## src/rtl/jtframe_sdram64_pkg.sv

```systemverilog
// Shared constants for the 64-bit burst SDRAM client.
package jtframe_sdram64_pkg;

  localparam logic [1:0] ST_IDLE = 2'd0;
  localparam logic [1:0] ST_REQ  = 2'd1;
  localparam logic [1:0] ST_FILL = 2'd2;

  localparam int unsigned BURST_WORDS = 4;

endpackage

```

## src/rtl/jtframe_sdram64_cline.sv

```systemverilog
// One cache line: valid/tag, four 16-bit words, tag compare and word select.
module jtframe_sdram64_cline
  import jtframe_sdram64_pkg::*;
#(
  parameter int AW = 22
) (
  input  logic          clk,
  input  logic          rst,
  input  logic          clr,
  input  logic          we,
  input  logic [1:0]    waddr,
  input  logic [15:0]   wdata,
  input  logic          set_valid,
  input  logic [AW-3:0] set_tag,
  input  logic [AW-3:0] cmp_tag,
  input  logic [1:0]    rsel,
  output logic          hit,
  output logic [15:0]   rdata
);

  logic          valid;
  logic [AW-3:0] tag;
  logic [15:0]   data [BURST_WORDS];

  // Line ownership: invalidation wins over a completing fill.
  always_ff @(posedge clk) begin
    if (rst) begin
      valid <= 1'b0;
      tag   <= '0;
    end else if (clr) begin
      valid <= 1'b0;
    end else if (set_valid) begin
      valid <= 1'b1;
      tag   <= set_tag;
    end
  end

  // Word storage, written one word per data strobe.
  always_ff @(posedge clk) begin
    if (we) data[waddr] <= wdata;
  end

  // Tag compare and word select.
  always_comb begin
    hit   = valid && (tag == cmp_tag);
    rdata = data[rsel];
  end

endmodule

```

## src/rtl/jtframe_sdram64_client.sv

```systemverilog
// Client requester: turns held read requests into burst-of-4 line fills
// into a two-line cache.
module jtframe_sdram64_client
  import jtframe_sdram64_pkg::*;
#(
  parameter int AW   = 22,
  parameter int BLEN = 4
) (
  input  logic          clk,
  input  logic          rst,
  input  logic          cs,
  input  logic [AW-1:0] addr,
  input  logic          clr,
  output logic          data_ok,
  output logic [15:0]   dout,
  output logic          sdram_rd,
  output logic [AW-1:0] sdram_addr,
  input  logic          sdram_ack,
  input  logic          sdram_dst,
  input  logic          sdram_dok,
  input  logic          sdram_rdy,
  input  logic [15:0]   sdram_din
);

  logic [1:0]  state;
  logic        lru;
  logic        fill_line;
  logic        clr_seen;
  logic [1:0]  wcnt;
  logic [1:0]  line_hit;
  logic [1:0]  line_we;
  logic [1:0]  line_set;
  logic [15:0] line_data [2];
  logic        any_hit;
  logic        hit_line;
  logic        last_word;
  logic        unused_dst;

  // Data-start strobe carries no information this client needs.
  assign unused_dst = sdram_dst;

  // Hit resolution (line 0 wins a double match) and fill write enables.
  always_comb begin
    any_hit   = cs && (|line_hit);
    hit_line  = ~line_hit[0];
    last_word = (state == ST_FILL) && sdram_dok && (wcnt == 2'(BLEN-1));
    line_we   = '0;
    line_set  = '0;
    for (int unsigned i = 0; i < 2; i++) begin
      line_we[i]  = (state == ST_FILL) && sdram_dok && (fill_line == 1'(i));
      line_set[i] = last_word && (fill_line == 1'(i)) && !clr_seen && !clr;
    end
  end

  for (genvar g = 0; g < 2; g++) begin : g_line
    jtframe_sdram64_cline #(.AW(AW)) u_line (
      .clk       (clk),
      .rst       (rst),
      .clr       (clr),
      .we        (line_we[g]),
      .waddr     (wcnt),
      .wdata     (sdram_din),
      .set_valid (line_set[g]),
      .set_tag   (sdram_addr[AW-1:2]),
      .cmp_tag   (addr[AW-1:2]),
      .rsel      (addr[1:0]),
      .hit       (line_hit[g]),
      .rdata     (line_data[g])
    );
  end

  // Request FSM, LRU tracking and registered read response.
  always_ff @(posedge clk) begin
    if (rst) begin
      state      <= ST_IDLE;
      data_ok    <= 1'b0;
      dout       <= '0;
      sdram_rd   <= 1'b0;
      sdram_addr <= '0;
      lru        <= 1'b0;
      fill_line  <= 1'b0;
      wcnt       <= '0;
      clr_seen   <= 1'b0;
    end else begin
      case (state)
        ST_IDLE: begin
          data_ok <= any_hit;
          if (any_hit) begin
            dout <= line_data[hit_line];
            lru  <= ~hit_line;
          end else if (cs && !clr) begin
            sdram_addr <= {addr[AW-1:2], 2'b00};
            fill_line  <= lru;
            sdram_rd   <= 1'b1;
            wcnt       <= '0;
            clr_seen   <= 1'b0;
            state      <= ST_REQ;
          end
        end
        ST_REQ: begin
          data_ok <= 1'b0;
          if (clr) clr_seen <= 1'b1;
          if (sdram_ack) begin
            sdram_rd <= 1'b0;
            state    <= ST_FILL;
          end
        end
        ST_FILL: begin
          data_ok <= 1'b0;
          if (clr) clr_seen <= 1'b1;
          if (sdram_dok) begin
            wcnt <= wcnt + 2'd1;
            if (last_word) state <= ST_IDLE;
          end else if (sdram_rdy) begin
            // Burst ended short: abandon the line without marking it valid.
            wcnt  <= '0;
            state <= ST_IDLE;
          end
        end
        default: state <= ST_IDLE;
      endcase
    end
  end

endmodule

```

## config.mk

```make
export PLATFORM = sky130hd
export DESIGN_NAME = jtframe_sdram64_client
export DESIGN_NICKNAME = d
export VERILOG_FILES = /design/src/rtl/jtframe_sdram64_pkg.sv /design/src/rtl/jtframe_sdram64_cline.sv /design/src/rtl/jtframe_sdram64_client.sv
export SDC_FILE = /design/constraint.sdc
export NUM_CORES = 1
export LEC_CHECK = 0
export ABC_AREA = 0
export CORE_MARGIN = 3
export CORE_UTILIZATION = 54
export CTS_CLUSTER_DIAMETER = 50
export CTS_CLUSTER_SIZE = 10
export DETAILED_ROUTE_END_ITERATION = 12
export DONT_BUFFER_PORTS = 1
export PLACE_DENSITY = 0.69
export REMOVE_ABC_BUFFERS = 1
export SLEW_MARGIN = 40
export SYNTH_ARGS = -nofsm -noshare
export SYNTH_HDL_FRONTEND = slang
export SYNTH_SLANG_ARGS = --single-unit
```

## constraint.sdc

```tcl
create_clock -name clk -period 2.5 [get_ports clk]
set_input_delay 0.5 -clock clk [delete_from_list [all_inputs] [get_ports clk]]
set_output_delay 0.5 -clock clk [all_outputs]
set_load 0.005 [all_outputs]
```

; After elaboration in Yosys (flattened, before gate mapping)
; Memory sizes are Yosys's and may differ from the RTL's.
; Cells that the tools add are included.
[classes]
mul = 0
bitwise = 5
add_sub_neg = 1
n_mux = 27
eq_ne = 11
order_cmp = 1
reduce_logical = 31
n_shift = 0
div_mod_pow = 0
[op_table]
columns = op, n
row1 = 16-bit two-way mux, 3
row2 = 20-bit equality test, 2
row3 = 2-bit two-way mux, 9
row4 = 1-bit logical AND, 14
row5 = 4-bit AND reduction, 3
row6 = 1-bit two-way mux, 10
row7 = "2-bit inequality test, second input constant", 3
row8 = "3-bit inequality test, second input constant", 2
row9 = 1-bit one-hot mux with 2 select lines, 3
row10 = 2-bit one-hot mux with 3 select lines, 1
row11 = 2-bit AND reduction, 3
row12 = 2-bit nonzero test, 3
row13 = 2-bit OR reduction, 3
row14 = 5-bit AND reduction, 1
row15 = "2-bit equality test, second input constant", 2
row16 = 1-bit NOT, 4
row17 = 2-bit one-hot mux with 2 select lines, 1
row18 = 3-bit AND reduction, 1
row19 = "2-bit by 1-bit adder with 2-bit output, second input constant", 1
row20 = "2-bit by 1-bit equality test with 1-bit output, second input constant", 1
row21 = "2-bit >= comparator, second input constant", 1
row22 = 1-bit zero test, 2
row23 = 2-bit zero test, 1
row24 = "2-bit by 1-bit inequality test with 1-bit output, second input constant", 1
row25 = 1-bit NOT with 2-bit output, 1
[word_totals]
rom_bits = 0
latchBits = 0
wordCells = 91
mem_count = 2
input_bits = 46
ramBits = 128
register_bits = 87
[mem_list]
columns = memory, words, word_bits, rd, rd_ports_with_merged_regs, wr, line_no
row1 = g_line[0].u_line.data, 4, 16, 1, 0, 1, jtframe_sdram64_cline.sv:23  ; logic [15:0] data [BURST_WORDS];
row2 = g_line[1].u_line.data, 4, 16, 1, 0, 1, jtframe_sdram64_cline.sv:23

; Longest topological paths before layout
; Gate-level depths: netlist of run 1.
[logic_depth]
word_depth = 7
mapped_depth = 8
mapped_depth_nobuf = 7

; Modules after synthesis
; Synthesis of run 1 repeated with hierarchy kept, for this count alone.
[unflattened]
hier_cells = 641
hier_area_um2 = 8526.9
[modules_own_cells]
columns = mod, cells_per_inst, area_each_um2, n_inst, seq_area_each_um2
row1 = jtframe_sdram64_cline, 207, 3283.1, 2, 2342.2
row2 = jtframe_sdram64_client, 227, 1960.6, 1, 900.9

; Worst setup path before layout of run 1
; OpenSTA, ideal clock, no wires.
[synth_timing]
path_type = input to register
start = input addr[15]
end = register dout[10]
stages = 7
n_path_buf = 1
setup_ps = 141
path_slack_ps = 176
arrival_time_ps = 2183
required_time_ps = 2359
cell_sequence = xor2_1 -> or4_4 -> nor4_4 -> a22oi_2 -> nor3_4 -> buf_6 -> a311oi_2
[synth_between]
elab_chain_len = 7
[synth_rtl]
columns = element, line_no
row1 = start: declaration, jtframe_sdram64_client.sv:12  ; input logic [AW-1:0] addr,
row2 = 20-bit equality test, jtframe_sdram64_cline.sv:45  ; hit = valid && (tag == cmp_tag);
row3 = 1-bit logical AND, jtframe_sdram64_cline.sv:45
row4 = 1-bit NOT, jtframe_sdram64_client.sv:45  ; hit_line = ~line_hit[0];
row5 = 1-bit NOT with 2-bit output (implied by the code), jtframe_sdram64_client.sv:89  ; dout <= line_data[hit_line];
row6 = 16-bit two-way mux (implied by the code) (3 in a row), jtframe_sdram64_client.sv:89
row7 = end signal: assignment, jtframe_sdram64_client.sv:89
row8 = end: declaration, jtframe_sdram64_client.sv:15  ; output logic [15:0] dout,
; Several ways; a longest one is shown, not always the timed one. The select of a mux whose other input is x is not followed.
; A chain may end at the register's enable or synchronous reset.

; Final worst setup path of run 1
[layout_timing]
start = register g_line[1].u_line.tag[13]
end = register dout[11]
[layout_between]
elab_chain_len = 5
[layout_rtl]
columns = element, line_no
row1 = start: declaration, jtframe_sdram64_cline.sv:22  ; logic [AW-3:0] tag;
row2 = start signal: assignment, jtframe_sdram64_cline.sv:34  ; tag <= set_tag;
row3 = 20-bit equality test, jtframe_sdram64_cline.sv:45
row4 = 1-bit logical AND, jtframe_sdram64_cline.sv:45
row5 = 2-bit OR reduction, jtframe_sdram64_client.sv:44  ; any_hit = cs && (|line_hit);
row6 = 1-bit logical AND, jtframe_sdram64_client.sv:44
row7 = 2-bit AND reduction (no line), -
; No other way between the ends.

==> results.md, run 1 <==
* Status: completed
* Mapped Area at around 0.0090 mm^2
* Placement Cell Area at between 0.009 and 0.01 mm^2
* Slew headroom at 0.609
* Library cells used by synthesis at 52
* Synth area leaders: edfxtp_1, dfxtp_1, mux4_2, nand2_1, a21oi_1
* Finished Layout Cells at 926
* Via count at 5690
* Area Overhead vs Synth at 11.8%
* Die Y at 135 um
* CP cell instances: xor2_1, or4_4, nor4_4, buf_4, a22o_4, a31oi_1, a311oi_2
* Main combinational cell family by area after synthesis: compound AO/OA/AOI/OAI gates
* Asr flop ratio synth at 0
* Yosys reg bits at 215
* Comb pwr share at 0.076
* Skew-Pair Late Insertion Delay at 530 ps
* Worst slack, placed at -18.0 ps
* Worst slew pin tran at 587 ps
* Number of synthesized flops with an enable pin at ~130
* Most frequent cells after synthesis: edfxtp_1, nand2_1, dfxtp_1, a21oi_1
* Final Hold Violating Endpoints at 0
* Yosys warning count at 0
* Antenna diodes at 0
* Data arrival, critical path at 2800 ps
* Worst setup EP type: flop
* Setup TNS at 0 ps
* VDD IR max at 751 uV
* Final core occ at 0.624
* CTS tree: built
* Critical Path Start Type: flop
* Die span in x at 135 um
* Setup Skew at 13.6 ps
* Design Area, Final at 0.0100 mm^2
* Compound-Gate Fraction of Synth Area at 0.103
* Post-route setup slack at around 130 ps
* Clk sinks at between 200 and 250
* HP Class: input port to flop
* Vias in the first global route at 5849
* CP max stage delay at 560 ps
* Net Sw Frac at 0.228
* Ys flop type: edfxtp_1
* Largest net degree at the start of global routing at 92
* DRC Markers at 0
* Detail Placement HPWL at 12.4 mm
* Multiplexer area fraction after synthesis at 0.0861
* Yosys top cell by area: edfxtp_1
* Critical Path Source: g_line[1].u_line.tag[13]$_SDFFE_PP0P_
* Initial core utilization at 0.558
* Post-placement cell count at a little under 900
* Cells on worst reg2reg path at 7
* Clk pwr share at 0.437
* Max Cap Viol at 0
* Tmin final at 2370 ps
* Vias/cell at 6.14
* CP max-delay cell: or4_4
* DRT Pass-1 Iters at 5
* Leak pwr at 3.14 nW
* Internal power at 6.17 mW
* Reg-to-Reg Start: g_line[1].u_line.tag[13]$_SDFFE_PP0P_
* Critical Path Fanout Max at 16
* Reg power frac at 0.487
* CTS clock-pin slew for the worst setup and hold paths at around 60 ps
* Nets at ~750
* GRT Total Usage at 0.230
* Cell depth of the worst min-delay path at 1
* Buffers on Ports at 0
* Max-slew violations at 0
* Clock root buffer: clkbuf_16
* Count leader, synth: edfxtp_1
* Mapped Cells at 689
* Peak Freq at 0.422 GHz
* Full die area at 0.0182 mm^2
* Sw power at about 1.8 mW
* Hold Buf Count CTS at 0
* Register area share after synthesis at 0.623
* Initial antenna violation count at 0
* Final setup fails at 0
* Unrepaired setup endpoints after global routing: false
* Avg Cell Area, Syn at 13.0 um^2
* CTS max path bufs at 3
* Drt total wl at 20.8 mm
* CORE AREA at 0.0161 mm^2
* Period utilization at 0.947
* GP Congestion at 0.855
* Worst hold margin at 41.6 ps
* Final ANT Viol Nets at 0
* First-pass GRT wire length at between 30 and 40 mm
* I/O pins at 86
* Layout cells sized above 1 at 0.154
* Fraction of the mapped netlist area in adder cells at 0.0126
* Row count at 46
* Synth top area share at 0.429
* H-tree levels at 1
* Power Density at 797 mW/mm^2
* CP required at approximately 3000 ps
* Hold Path Origin: clr
* Power Total at 7.99 mW
* CTS Buf Count at 26
* WL/cell at 22.5 um
* DRT iter0 DRCs at 359
* Kind of critical path: flop to flop
* Post-Synth Simple-Gate Area at 0.103
* Remaining Overflow, GRT at 0
* Post-Synth XOR/XNOR Area at 0.0391
sequential cells by signal (all words and copies together), names as in the netlist:
register	flops
g_line.u_line.data	128
g_line.u_line.tag	40
sdram_addr	20
dout	16
g_line.u_line.valid	2
state	2
wcnt	2
clr_seen	1
data_ok	1
fill_line	1
lru	1
sdram_rd	1
metal layers:
layer / part of all wire / vias up / GRT usage
met2: 0.50 / 218 / 0.394
met3: 0.089 / 48 / 0.0667
li1: - / 2589 / -
met4: 0.031 / 0 / 0.0809
met1: 0.38 / 2835 / 0.280
met5: 0 / - / 0.00278
final cells by class:
cell class,instances,area [um^2]
Multi-Input combinational cell,421,3110
Fill cell,1183,6040
Tap cell,216,270
Clock inverter,4,97.6
Timing Repair Buffer,24,230
Inverter,8,30.0
Clock buffer,38,696
Sequential cell,215,5590
kinds of logic after synthesis:
kind of cell / after synthesis
compound gates: 146
xor+xnor: 40
fa+ha+maj: 9
buf+inv: 54
flops: 215
mux: 37
other cells: 1
simple gates: 187
layout by cell type, fill, tap and decap left out, types with 3 or more instances in the layout:
| master | count |
|---|---|
| a31oi_1 | 17 |
| clkbuf_1 | 12 |
| nand4_1 | 10 |
| nand2_1 | 101 |
| or4_1 | 3 |
| mux2i_1 | 4 |
| dfxtp_1 | 87 |
| a21oi_1 | 66 |
| edfxtp_1 | 128 |
| inv_1 | 8 |
| nand3_1 | 28 |
| and2_1 | 5 |
| o21ai_1 | 6 |
| a311oi_2 | 11 |
| nand2b_1 | 6 |
| and3_1 | 7 |
| xor2_1 | 11 |
| a311oi_1 | 5 |
| mux4_2 | 32 |
| nor2_1 | 7 |
| o21ai_0 | 32 |
| ha_1 | 8 |
| buf_12 | 4 |
| nor3_1 | 5 |
| clkbuf_16 | 26 |
| buf_4 | 20 |
| xnor2_1 | 29 |
power groups by stage:
stage                     registers (mW)  logic, mW  clock network (mW)
after CTS                           3.89      0.600                3.54
after floorplan                     3.94      0.409                   0
after global routing                3.90      0.656                3.71
final                               3.89      0.603                3.49
after detailed placement            3.96      0.599                   0
after global placement              3.96      0.579                   0
worst max-delay path, delay by kind of cell (launching register included):
kind	cells	cell delay [ps]
AOI/OAI and AO/OA	3	720
xor gates and xnor gates	1	160
buffers and inverters	1	190
DFF	1	320
and+or+nand+nor	2	880
repair_timing:
action                     4_1_cts  5_1_grt
setup endpoints to repair        0        1
setup buffers                    0        0
resized for setup                0        1
path summary, 6_finish.rpt:
path / endpoint / slack [ps]
worst min-delay path: g_line[1].u_line.valid$_SDFFE_PP0P_ / 40
worst max-delay path: dout[11]$_SDFFE_PP0P_ / 130
worst min register to register: fill_line$_SDFFE_PP0P_ / 460
worst max register to register: dout[11]$_SDFFE_PP0P_ / 130
(Power assumes the default switching activity.)
==> inputs of run 2 (changes only) <==
--- a/config.mk
+++ b/config.mk
@@ -12,6 +12,7 @@
 export CTS_CLUSTER_SIZE = 10
 export DETAILED_ROUTE_END_ITERATION = 12
 export DONT_BUFFER_PORTS = 1
+export MAX_ROUTING_LAYER = met4
 export PLACE_DENSITY = 0.69
 export REMOVE_ABC_BUFFERS = 1
 export SLEW_MARGIN = 40
==> constraint.sdc (replaced) <==
create_clock -name clk -period 2.7 [get_ports clk]
set_input_delay 0.54 -clock clk [delete_from_list [all_inputs] [get_ports clk]]
set_output_delay 0.54 -clock clk [all_outputs]
set_load 0.005 [all_outputs]
==> results.md, run 2 (synthesized netlist as in run 1, its figures left out) <==
* Initial antenna violation count at 0 (unchanged)
* Setup bufs post-CTS at 0 (unchanged)
* GRT Total Usage at 0.240 (+0.0100)
* Skew-Pair Late Insertion Delay at 530 ps (about the same)
* DRT Pass-1 Iters at 5 (unchanged)
* Via count at 5633 (-1.0%)
* Commonest non-fill, non-tap cell in the layout: edfxtp_1
* Detail Placement HPWL at 12.3 mm (-0.57%)
* Status: completed
* Peak Freq at 0.417 GHz (-1.2%)
* Max reg flops at 128 (unchanged)
* Die Y at 135 um (unchanged)
* Final Hold Violating Endpoints at 0 (unchanged)
* Nets at 747 (-0.53%)
* GP Congestion at 0.851 (-0.56%)
* Drt total wl at 20.8 mm (about the same)
* Setup Skew at 20.6 ps (+7.02 ps)
* Vias in the first global route at 5926 (+1.3%)
* Post-CTS Resized at 0 (unchanged)
* Max-slew violations at 0 (unchanged)
* Worst slack, placed at 111 ps (+129 ps)
* VDD IR max at 563 uV (-25%)
* CP required at 3140 ps (+200 ps)
* Worst slew pin tran at 511 ps (-76.4 ps)
* CORE AREA at 0.0161 mm^2 (unchanged)
* Post-route setup slack at 303 ps (+172 ps)
* DRC Markers at 0 (unchanged)
* Tmin final at 2400 ps (+28.2 ps)
* H-tree levels at 1 (unchanged)
* WL/cell at 22.6 um (+0.32%)
* Final ANT Viol Nets at 0 (unchanged)
* Layout cells sized above 1 at 0.150 (-0.00359)
* Buffers on Ports at 0 (unchanged)
* Top flop regs: g_line.u_line.data (128), g_line.u_line.tag (40), sdram_addr (20)
* CTS max path bufs at 3 (unchanged)
* Highest-count cells in the layout ignoring fill and taps: edfxtp_1, nand2_1, dfxtp_1
* Antenna diodes at 0 (unchanged)
* Largest Register: g_line.u_line.data
* Setup TNS at 0 ps (unchanged)
* Critical Path Start Type: flop
* CTS Buf Count at 26 (unchanged)
* Remaining Overflow, GRT at 0 (unchanged)
* Critical Path Fanout Max at 19 (+3)
* Largest net degree at the start of global routing at 92 (unchanged)
* Kind of critical path: flop to flop
* Period utilization at 0.888 (-0.0597)
* Data arrival, critical path at 2840 ps (+40 ps)
* CTS tree: built
* Final setup fails at 0 (unchanged)
* Hold Buf Count CTS at 0 (unchanged)
* Clock root buffer: clkbuf_16
* HP Class: input port to flop
* Area Overhead vs Synth at 11.1%
* Vias/cell at 6.10 (-0.68%)
* Slew headroom at 0.660 (+0.0510)
* I/O pins at 86 (unchanged)
* Row count at 46 (unchanged)
* Clk sinks at 215 (unchanged)
* First-pass GRT wire length at 32.7 mm (+0.96%)
* Leak pwr at 3.12 nW (-0.75%)
* Initial core utilization at 0.558 (unchanged)
* Final core occ at 0.620 (-0.00366)
* Die span in x at 135 um (unchanged)
* Max Cap Viol at 0 (unchanged)
* Power Density at 735 mW/mm^2 (-7.9%)
* Worst setup EP type: flop
* DRT iter0 DRCs at 535 (+49%)
* Unrepaired setup endpoints after global routing: false
* Full die area at 0.0182 mm^2 (unchanged)
* CTS clock-pin slew for the worst setup and hold paths at 50 ps (about the same)
[run 2: through the flow]
step / area [um^2] / hold slack, ps / power [mW] / cells
global route: 9960 / 71.4 / 7.60 / 923
global placement: 9170 / 448 / 4.20 / 879
detailed placement: 9170 / 454 / 4.22 / 879
CTS: 9950 / 66.1 / 7.37 / 922
finish: 9960 / 88.2 / 7.32 / 923
floorplan: 8710 / 438 / 4.03 / 644
[run 2: cell type report]
cell class	count	area (um^2)
fill	1171	6100
sequential	215	5590
multi-input combinational	421	3110
clock buffer	39	709
tap	216	270
timing repair buffer	20	185
clock inverter	4	73.8
inverter	8	30.0
[run 2: final timing paths]
path | start | to | slack, ps | cells after the start
setup / recovery | g_line[1].u_line.tag[5]$_SDFFE_PP0P_ | sdram_addr[17]$_SDFFE_PP0P_ | 300 | 7
hold / removal | rst | sdram_addr[11]$_SDFFE_PP0P_ | 90 | 1
setup reg to reg | g_line[1].u_line.tag[5]$_SDFFE_PP0P_ | sdram_addr[17]$_SDFFE_PP0P_ | 300 | 7
hold reg to reg | g_line[0].u_line.tag[3]$_SDFFE_PP0P_ | g_line[0].u_line.tag[3]$_SDFFE_PP0P_ | 470 | 2
[run 2: critical path, cell delays in order, from the launching register on]
cell	delay (ps)
dfxtp_1	330
xor2_1	170
or4_4	540
nor4_4	480
a221o_2	350
buf_12	180
o21ai_0	100
a21oi_1	170
[run 2: layer usage]
layer,wire length [um],global-route usage,part of all wire,vias up
met1,7850,0.278,0.38,2804
met2,10600,0.410,0.51,222
met5,0,-,0,-
li1,-,-,-,2575
met4,367,0.0650,0.018,0
met3,2020,0.0745,0.097,32
[run 2: power breakdown]
group	internal (mW)	leakage [nW]	switching [mW]	total, mW
registers	3.54	1.85	0.0641	3.60
clock network	1.90	0.375	1.25	3.15
logic	0.202	0.888	0.356	0.558
total	5.65	3.12	1.67	7.32
